<file path="config.mk">
export PLATFORM = sky130hd
export DESIGN_NAME = instr_fetch_queue
export DESIGN_NICKNAME = d
export VERILOG_FILES = /design/src/rtl/HighLevelControl.sv /design/src/rtl/instr_queue_ram.sv /design/src/rtl/instr_fetch_queue.sv
export SDC_FILE = /design/constraint.sdc
export NUM_CORES = 1
export LEC_CHECK = 0
export CORE_UTILIZATION = 28
export CTS_BUF_LIST = sky130_fd_sc_hd__clkbuf_8
export DETAILED_ROUTE_END_ITERATION = 12
export DONT_BUFFER_PORTS = 1
export PLACE_DENSITY = 0.41
export SLEW_MARGIN = 20
export SYNTH_ARGS = -nofsm -noshare
export SYNTH_HDL_FRONTEND = slang
export SYNTH_HIERARCHICAL = 1
export SYNTH_SLANG_ARGS = --single-unit
</file>
<file path="constraint.sdc">
create_clock -name clk -period 7.1 [get_ports clk]
set_input_delay 1.42 -clock clk [delete_from_list [all_inputs] [get_ports clk]]
set_output_delay 1.42 -clock clk [all_outputs]
set_load 0.005 [all_outputs]
</file>
<file path="src/rtl/HighLevelControl.sv">
// HighLevelControl: constants shared between the fetch, decode and
// register stages of the core.
//   NOP_INSTR          - canonical no-op (addi x0, x0, 0) driven on empty buses
//   DEFAULT_WORD_SIZE  - default instruction word width
//   DEFAULT_XLEN       - default architectural register / PC width
package HighLevelControl;

  localparam logic [31:0] NOP_INSTR         = 32'h0000_0013;
  localparam int          DEFAULT_WORD_SIZE = 32;
  localparam int          DEFAULT_XLEN      = 32;

endpackage

</file>
<file path="src/rtl/instr_queue_ram.sv">
// instr_queue_ram: entry storage for the instruction fetch queue.
// DEPTH x WIDTH array with one synchronous write port and one
// combinational read port. Contents are deliberately not reset; the
// owning queue's Count decides which entries are meaningful.
// Ports:
//   clk    - write clock
//   we     - write enable, sampled on the rising edge
//   waddr  - write address
//   wdata  - write data
//   raddr  - read address
//   rdata  - read data, combinational from raddr
module instr_queue_ram #(
  parameter int DEPTH = 4,
  parameter int WIDTH = 64
) (
  input  logic                     clk,
  input  logic                     we,
  input  logic [$clog2(DEPTH)-1:0] waddr,
  input  logic [WIDTH-1:0]         wdata,
  input  logic [$clog2(DEPTH)-1:0] raddr,
  output logic [WIDTH-1:0]         rdata
);

  logic [WIDTH-1:0] mem [DEPTH];

  always_ff @(posedge clk) begin
    if (we) begin
      mem[waddr] <= wdata;
    end
  end

  assign rdata = mem[raddr];

endmodule

</file>
<file path="src/rtl/instr_fetch_queue.sv">
// instr_fetch_queue: decouples instruction fetch from the register stage.
// First-word fall-through FIFO of {instruction, PC} pairs; the head entry
// is presented combinationally, but a word pushed on edge N only becomes
// visible after edge N (no bypass when empty).
// Ports:
//   clk, reset          - clock, asynchronous active-high reset
//   FlushF              - redirect: drop everything queued, suppress push/pop
//   InValid/InReady     - push handshake from fetch (InReady = not full)
//   InInstr, InPC       - pushed instruction and its PC
//   OutValid/OutReady   - pop handshake to register stage (OutValid = not empty)
//   OutInstr, OutPC     - head entry, NOP/0 when empty
//   OutPCPlus4          - OutPC + 4 modulo 2^XLEN, 0 when empty
//   Count               - occupied entries, 0..DEPTH
module instr_fetch_queue
  import HighLevelControl::*;
#(
  parameter int DEPTH     = 4,
  parameter int WORD_SIZE = DEFAULT_WORD_SIZE,
  parameter int XLEN      = DEFAULT_XLEN
) (
  input  logic                     clk,
  input  logic                     reset,
  input  logic                     FlushF,
  input  logic                     InValid,
  output logic                     InReady,
  input  logic [WORD_SIZE-1:0]     InInstr,
  input  logic [XLEN-1:0]          InPC,
  output logic                     OutValid,
  input  logic                     OutReady,
  output logic [WORD_SIZE-1:0]     OutInstr,
  output logic [XLEN-1:0]          OutPC,
  output logic [XLEN-1:0]          OutPCPlus4,
  output logic [$clog2(DEPTH):0]   Count
);

  localparam int PTR_W   = $clog2(DEPTH);
  localparam int CNT_W   = PTR_W + 1;
  localparam int ENTRY_W = WORD_SIZE + XLEN;
  localparam logic [CNT_W-1:0] FULL_COUNT = CNT_W'(DEPTH);

  logic [PTR_W-1:0]   head_q, head_d;
  logic [PTR_W-1:0]   tail_q, tail_d;
  logic [CNT_W-1:0]   count_q, count_d;
  logic               push;
  logic               pop;
  logic [ENTRY_W-1:0] head_entry;
  logic [WORD_SIZE-1:0] head_instr;
  logic [XLEN-1:0]      head_pc;

  // InReady is purely a function of occupancy, so a full queue never
  // accepts a word even when the head is being consumed the same cycle.
  assign InReady  = (count_q < FULL_COUNT);
  assign OutValid = (count_q != '0);
  assign Count    = count_q;

  // Handshakes and next-state for the pointers and occupancy. A flush
  // wins over everything: pointers restart at zero and the push/pop that
  // would otherwise have happened is dropped. DEPTH is a power of two so
  // the pointer increments wrap naturally.
  always_comb begin
    push    = InValid && InReady && !FlushF;
    pop     = OutValid && OutReady && !FlushF;
    head_d  = head_q;
    tail_d  = tail_q;
    count_d = count_q;
    if (FlushF) begin
      head_d  = '0;
      tail_d  = '0;
      count_d = '0;
    end else begin
      if (push) begin
        tail_d = tail_q + 1'b1;
      end
      if (pop) begin
        head_d = head_q + 1'b1;
      end
      case ({push, pop})
        2'b10:   count_d = count_q + 1'b1;
        2'b01:   count_d = count_q - 1'b1;
        default: count_d = count_q;
      endcase
    end
  end

  // Pointer and occupancy registers; storage itself lives in the RAM and
  // is left alone by reset since Count already marks it all empty.
  always_ff @(posedge clk or posedge reset) begin
    if (reset) begin
      head_q  <= '0;
      tail_q  <= '0;
      count_q <= '0;
    end else begin
      head_q  <= head_d;
      tail_q  <= tail_d;
      count_q <= count_d;
    end
  end

  instr_queue_ram #(
    .DEPTH (DEPTH),
    .WIDTH (ENTRY_W)
  ) u_ram (
    .clk   (clk),
    .we    (push),
    .waddr (tail_q),
    .wdata ({InInstr, InPC}),
    .raddr (head_q),
    .rdata (head_entry)
  );

  assign {head_instr, head_pc} = head_entry;

  // Stale RAM contents must never leak downstream, so an empty queue
  // presents a NOP at PC 0.
  assign OutInstr   = OutValid ? head_instr : WORD_SIZE'(NOP_INSTR);
  assign OutPC      = OutValid ? head_pc : '0;
  assign OutPCPlus4 = OutValid ? (head_pc + XLEN'(4)) : '0;

endmodule

</file>
### Word level (Yosys, flattened, before mapping)

Memories as Yosys holds them, arrays and structs flattened.
Cells that the tools add are included.

* flip-flop bits (word level): 7
* RAM bits: 256
* output and inout port bits: 101
* memories kept: 1

* add/subtract/negate cells: 5
* order comparisons: 1
* equality and inequality tests: 2
* multiplexer cells: 11
* reduce and logical (&&, ||, !) cells: 9

Memories
* u_ram.mem: words 4, width 64, read ports 1, clocked after Yosys merged registers in 0, wr ports 1, RTL line instr_queue_ram.sv:24 `logic [WIDTH-1:0] mem [DEPTH];`

Operators with widths (count)
* $mux 32: 3
* $add 32x3->32 const B: 1
* $mux 2: 4
* $pmux 3 s2: 1
* $reduce_bool 3->1: 2
* $add 2x1->2 const B: 2
* $logic_and 1x1->1: 4
* $reduce_bool 2->1: 2
* $add 3x1->3 const B: 1
* $lt 3x3->1 const B: 1
* $mux 3: 1
* $sub 3x1->3 const B: 1
* $eq 2x1->1 const B: 1
* $eq 2x2->1 const B: 1
* $mux 1: 2
* $logic_not 1->1: 1

### Longest topological paths before layout

Gate-level depths: netlist (run 1).

* word-level depth: 6
* mapped depth: 8
* mapped depth without buffers: 6

### Modules after synthesis

Netlist (run 1), hierarchy kept.

Modules (own cells, without submodules)
* instr_queue_ram: times used 1, cells an instance 338, area each 9341.5 um2, seq. area each 7687.4 um2
* instr_fetch_queue: times used 1, cells an instance 230, area each 1605.3 um2, seq. area each 175.2 um2

### Worst setup path before layout (run 1)

Ideal clock, no wire load.

* path kind: input -> register
* from: input InValid
* to: memory u_ram.mem[0][0] (enable)
* arrival time: 6655 ps
* data required time: 6522 ps
* setup slack: -133 ps
* cell stages on the path: 3
* path buffers: 0
* path through: nor2b_1 nor2b_1 nor3b_1

* longest elaborated chain between the ends: 4

RTL lines
* start: declaration: RTL line instr_fetch_queue.sv:24 `input logic InValid,`
* $logic_and 1x1->1 (2 in series): RTL line instr_fetch_queue.sv:61 `push = InValid && InReady && !FlushF;`
* named net push: RTL line instr_fetch_queue.sv:44 `logic push;`
* $mux 1: RTL line instr_queue_ram.sv:27 `if (we) begin`
* $mux 1 (not written as such): RTL line instr_queue_ram.sv:28 `mem[waddr] <= wdata;`
* end: declaration: RTL line instr_queue_ram.sv:24

The timed path passes the listed nets, and every way through them passes these cells.

### Final worst setup path (run 1)

* from: register head_q[0]
* to: output OutPCPlus4[30]

* longest elaborated chain between the ends: 3

RTL lines
* start: declaration: RTL line instr_fetch_queue.sv:41 `logic [PTR_W-1:0] head_q, head_d;`
* start signal: assignment: RTL line instr_fetch_queue.sv:89 `head_q <= '0;`
* start signal: assignment: RTL line instr_fetch_queue.sv:93 `head_q <= head_d;`
* $mem_v2 4x64
* named net head_entry[25]: RTL line instr_fetch_queue.sv:46 `logic [ENTRY_W-1:0] head_entry;`
* $add 32x3->32: RTL line instr_fetch_queue.sv:117 `assign OutPCPlus4 = OutValid ? (head_pc + XLEN'(4)) : '0;`
* $mux 32: RTL line instr_fetch_queue.sv:117
* end: declaration: RTL line instr_fetch_queue.sv:32 `output logic [XLEN-1:0] OutPCPlus4,`

The timed path passes the listed nets, and every way through them passes these cells.

==> results of run 1 <==
cells in the mapped netlist (4+ instances only):
library cell / count / area (µm²)
clkbuf_1: 8 / 30.0
and4_1: 4 / 35.0
and3_1: 4 / 25.0
nor3_1: 14 / 70.1
nand3_1: 10 / 50.1
mux2_2: 15 / 169
buf_2: 10 / 50.1
dfrtp_1: 7 / 175
nor2_1: 38 / 143
mux4_1: 4 / 105
xnor2_1: 4 / 35.0
mux4_2: 60 / 1350
xor2_1: 12 / 105
edfxtp_1: 256 / 7690
nand2_1: 7 / 26.3
inv_1: 8 / 30.0
and2_1: 60 / 375
buf_12: 6 / 120
registers in the layout (all words and copies together), names as in the netlist:
signal / flops
head_q: 2
Count: 3
tail_q: 2
u_ram/mem: 256
logic make-up after synthesis:
family / after synthesis / synth area share
adders and majority gates: 2 / 0.00297
xor gates and xnor gates: 16 / 0.0128
buffers and inverters: 41 / 0.0273
muxes: 80 / 0.149
DFF: 263 / 0.718
AOI/OAI and AO/OA: 8 / 0.00526
and+or+nand+nor: 158 / 0.0840
worst reg2reg max path, delay by kind of cell (launching register included):
kind	cells	cell delay (ps)
flip-flops	1	490
AND/OR/NAND/NOR	3	1410
buffers and inverters	1	630
path summary, 6_finish.rpt:
check,endpoint,slack (ps),depth (start not counted)
worst min register to register,tail_q[0]$_DFFE_PP0P_,690,2
min in group clk,tail_q[0]$_DFFE_PP0P_,690,2
worst max register to register,u_ram/mem[1][9]$_DFFE_PP_,4170,4
max in group asynchronous,head_q[1]$_DFFE_PP0P_,6140,1
worst max-delay path,OutPCPlus4[30],1850,6
worst min-delay path,Count[0]$_DFFE_PP0P_,690,1
layout make-up:
cell class,instances,area [µm²],share of cell area
Clock buffer,47,647,0.0524
Multi-Input combinational cell,264,2810,0.228
Timing Repair Buffer,9,87.6,0.00710
Inverter,9,33.8,0.00274
Tap cell,518,648,0.0525
Sequential cell,263,7870,0.638
Clock inverter,35,239,0.0194
metrics by stage:
stage / area [µm²] / util
after floorplan: 11000 / -
after global placement: 11400 / 0.296
after detailed placement: 11400 / 0.296
after CTS: 12300 / 0.319
after global routing: 12300 / 0.319
final: 12300 / 0.319
power breakdown:
part	internal, W	leakage (nW)	switching [W]
Clock	0.000728	0.474	0.000610
Combinational	0.000462	0.933	0.000673
Sequential	0.00181	2.41	0.0000913
metal layers:
metal / vias to the layer above / part of all wire / track usage
met1: 2721 / 0.39 / 0.142
met5: - / 0 / 0
met2: 179 / 0.49 / 0.215
li1: 2305 / - / -
met4: 0 / 0.020 / 0.0421
met3: 43 / 0.098 / 0.0549
==> results.sh, run 1 <==
export IMPL_n_fill_cell=3708
export IMPL_start_util=0.283
export IMPL_post_place_ws_ps=2280
export IMPL_area_growth_pct=12.7
export IMPL_wl_per_cell_um=21.9
export IMPL_fp_row_count=72
export IMPL_fmax_mhz=190
export IMPL_die_h_um=200
export IMPL_drt_pass1_iterations=4
export IMPL_cts_resized=0
export IMPL_cts_buffers=46
export IMPL_hold_violations=0
export IMPL_fin_nets=664
export IMPL_critPathSlowestCell="dfrtp_4"
export IMPL_dp_cells=1063
export IMPL_syn_area_mm2=0.0109
export IMPL_final_cell_mix="edfxtp_1, and2_1, mux4_2"
export IMPL_ir_drop_mv=0.155
export IMPL_syn_avg_cell_area_um2=19.3
export IMPL_maxCapViolCount=0
export IMPL_drtIter0Drc=326
export IMPL_root_buffer="clkbuf_8"
export IMPL_fin_tns_setup_ps=0
export IMPL_clk_path_buf_depth=3
export IMPL_grt_pass1_wl_um=36800
export IMPL_ys_seq_elements=263
export IMPL_gr_total_overflow=0
export IMPL_post_cts_repair_setup_buffers=0
export IMPL_crit_buf_inv=1
export IMPL_p_per_area_mw_per_mm2=354
export IMPL_hpwlAfterDp_um=14700
export IMPL_yosys_warnings=6
export IMPL_core_mm2=0.0386
export IMPL_drcViolationCount=0
export IMPL_fin_ws_ps=1850
export IMPL_yosysSeqAreaShare=0.718
export IMPL_cp_end_kind="output pin"
export IMPL_crit_required_ps=5680
export IMPL_num_vias=5248
export IMPL_layout_commonest_cell="edfxtp_1"
export IMPL_setup_viol=0
export IMPL_port_buffers=0
export IMPL_synth_edf_count=256
export IMPL_worstPathCellList="buf_4 -> mux4_2 -> and4_1 -> nand3_1 -> nor3_1 -> mux2_2"
export IMPL_detail_route_antenna_nets=0
export IMPL_htree_levels=2
export IMPL_antenna_found_initial=0
export IMPL_path_class="reg -> out"
export IMPL_cp_max_fo=40
export IMPL_place_gp_congestion=0.677
export IMPL_clk_latency_ps=550
export IMPL_path_clk_slew_ps=60
export IMPL_startpoint_type="register"
export IMPL_async_reset_ff_frac=0.0266
export IMPL_grt_pass1_vias=5823
export IMPL_outcome="complete, no violations"
export IMPL_crit_start="head_q[0]$_DFFE_PP0P_"
export IMPL_syn_instance_count=568
export IMPL_slew_headroom=0.413
export IMPL_tightest_slew_ps=880
export IMPL_ys_flop_type="edfxtp_1"
export IMPL_final_max_slew_viol_count=0
export IMPL_diodes=0
export IMPL_grt_max_degree=63
export IMPL_min_path_type="in -> async"
export IMPL_holdWs_ps=693
export IMPL_cp_top_family="multiplexers"
export IMPL_ios=170
export IMPL_instances_no_fill=1145
export IMPL_cts_hold_fix_buffers=0
export IMPL_clock_skew_ps=19.7
export IMPL_power_leakage_nw=3.82
export IMPL_cp_arrival_ps=3830
export IMPL_total_power_w=0.00437
export IMPL_layout_drive_gt1_share=0.255
export IMPL_cts_num_sinks=263
export IMPL_wl_um=25100
export IMPL_syn_num_nets=639
export IMPL_avgViaCountPerCell=4.58
export IMPL_period_share=0.739
export IMPL_crit_path_max_incr_delay_ps=800
export IMPL_grt_usage=0.127
export IMPL_fp_dieW_um=200
export IMPL_reg2reg_from="Count[2]$_DFFE_PP0P_"
export IMPL_rsz0062_at_grt="false"
export IMPL_cts_tree="done"
export IMPL_ys_types=41
export IMPL_final_min_clock_period_ps=5250
export IMPL_die_area_mm2=0.0399
No activity file was read; power rests on OpenSTA's default activity.
==> run 2, diff against run 1 <==
Settings changed: PLACE_DENSITY 0.41 to 0.43.
Clock period 7.1 ns to 4.3 ns, I/O delays scaled along.
==> results.sh, run 2 (same netlist as run 1, synthesis figures left out) <==
export IMPL_fin_ws_ps=261
export IMPL_crit_buf_inv=0
export IMPL_grt_max_degree=65
export IMPL_antenna_found_initial=0
export IMPL_cts_tree="done"
export IMPL_clk_path_buf_depth=3
export IMPL_cp_arrival_ps=3180
export IMPL_wl_per_cell_um=21.7
export IMPL_layout_commonest_cell="edfxtp_1"
export IMPL_setup_viol=0
export IMPL_holdWs_ps=131
export IMPL_critPathCapture="OutPCPlus4[28]"
export IMPL_final_min_clock_period_ps=4040
export IMPL_htree_levels=2
export IMPL_core_mm2=0.0386
export IMPL_rr_worst_depth=4
export IMPL_startpoint_type="register"
export IMPL_cts_buffers=44
export IMPL_cts_hold_fix_buffers=0
export IMPL_multi_input_area_mm2=0.00281
export IMPL_root_buffer="clkbuf_8"
export IMPL_wl_um=24900
export IMPL_grt_usage=0.127
export IMPL_path_clk_slew_ps=60
export IMPL_largest_reg_flops=256
export IMPL_slew_headroom=0.550
export IMPL_drtIter0Drc=287
export IMPL_crit_path_max_incr_delay_ps=620
export IMPL_cp_end_kind="output pin"
export IMPL_rsz0062_at_grt="false"
export IMPL_grt_pass1_vias=5806
export IMPL_crit_required_ps=3440
export IMPL_detail_route_antenna_nets=0
export IMPL_cp_top_family="simple AND/OR/NAND/NOR gates"
export IMPL_power_leakage_nw=3.88
export IMPL_rrSetupSlack_ps=1680
export IMPL_n_fill_cell=3754
export IMPL_hpwlAfterDp_um=15400
export IMPL_die_h_um=200
export IMPL_period_share=0.939
export IMPL_top_register="u_ram/mem"
export IMPL_crit_start="head_q[0]$_DFFE_PP0P_"
export IMPL_regArea_mm2=0.00787
export IMPL_outcome="complete, no violations"
export IMPL_clk_latency_ps=570
export IMPL_fin_util=0.321
export IMPL_fin_tns_setup_ps=0
export IMPL_start_util=0.283
export IMPL_path_class="reg -> out"
export IMPL_clock_skew_ps=28.7
export IMPL_min_path_type="in -> async"
export IMPL_final_cell_mix="edfxtp_1, and2_1, mux4_2"
export IMPL_post_cts_repair_setup_buffers=1
export IMPL_critPathSlowestCell="dfrtp_4"
export IMPL_place_gp_congestion=0.739
export IMPL_ir_drop_mv=0.255
export IMPL_avgViaCountPerCell=4.57
export IMPL_fmax_mhz=248
export IMPL_cp_max_fo=14
export IMPL_ios=170
export IMPL_die_area_mm2=0.0399
export IMPL_num_vias=5223
export IMPL_fp_dieW_um=200
export IMPL_grt_pass1_wl_um=36600
export IMPL_gr_total_overflow=0
export IMPL_cts_num_sinks=263
export IMPL_diodes=0
export IMPL_maxCapViolCount=0
export IMPL_cp_depth=5
export IMPL_tightest_slew_ps=675
export IMPL_fp_row_count=72
export IMPL_area_growth_pct=13.4
export IMPL_cts_resized=0
export IMPL_drcViolationCount=0
export IMPL_fin_nets=665
export IMPL_post_place_ws_ps=596
export IMPL_port_buffers=0
export IMPL_p_per_area_mw_per_mm2=590
export IMPL_layout_drive_gt1_share=0.265
export IMPL_final_max_slew_viol_count=0
export IMPL_reg2reg_from="Count[2]$_DFFE_PP0P_"
export IMPL_r2r_end="u_ram/mem[1][4]$_DFFE_PP_"
export IMPL_hold_violations=0
export IMPL_drt_pass1_iterations=4
export IMPL_worstPathCellList="mux4_2 -> and4_1 -> nand4_4 -> nor3b_1 -> mux2_2"
[run 2: cell type report]
cell class,instances,area share
clock inverter,30,0.0202
tap,518,0.0522
timing repair buffer,12,0.0113
clock buffer,48,0.0532
multi-input combinational,264,0.226
sequential,263,0.634
inverter,9,0.00272
[run 2: worst reg2reg max path, cell delays in order, from the launching register on]
cell     delay, ps
dfrtp_1        490
nor2b_1        420
nor2b_1        340
and3b_4        680
buf_12         350
[run 2: stage by stage]
step	total power, W	instance area [µm²]	std cells
detailed placement	0.00514	11500	1064
floorplan	0.00473	11000	568
global placement	0.00513	11500	1064
finish	0.00732	12400	1144
CTS	0.00748	12400	1143
global route	0.00773	12400	1144
[run 2: layer usage]
metal	global-route usage	wire length [µm]
met5	0	0
met2	0.217	12500
met4	0.0466	548
met3	0.0505	2460
met1	0.143	9390
[run 2: worst min-delay path by stage]
stage / end / slack (ps) / start / depth (start not counted)
3_5_place_dp: Count[1]$_DFFE_PP0P_ / 700 / reset / 1
6_report: head_q[0]$_DFFE_PP0P_ / 130 / reset / 1
3_3_place_gp: tail_q[1]$_DFFE_PP0P_ / 640 / tail_q[1]$_DFFE_PP0P_ / 2
5_1_grt: head_q[0]$_DFFE_PP0P_ / 100 / reset / 1
4_1_cts: Count[0]$_DFFE_PP0P_ / 80 / reset / 1
2_1_floorplan: head_q[1]$_DFFE_PP0P_ / 500 / head_q[1]$_DFFE_PP0P_ / 2
[run 2: power breakdown]
part / leakage (nW) / internal, W / switching [W]
registers: 2.41 / 0.00298 / 0.000121
logic: 0.954 / 0.000789 / 0.00116
clock network: 0.512 / 0.00128 / 0.000992
total: 3.88 / 0.00505 / 0.00227
==> run 3, diff against run 2 <==
Settings changed: GPL_ROUTABILITY_DRIVEN set to 1.
==> results of run 3 <==
No change in the layout: final DEF, timing and power equal those of run 2.
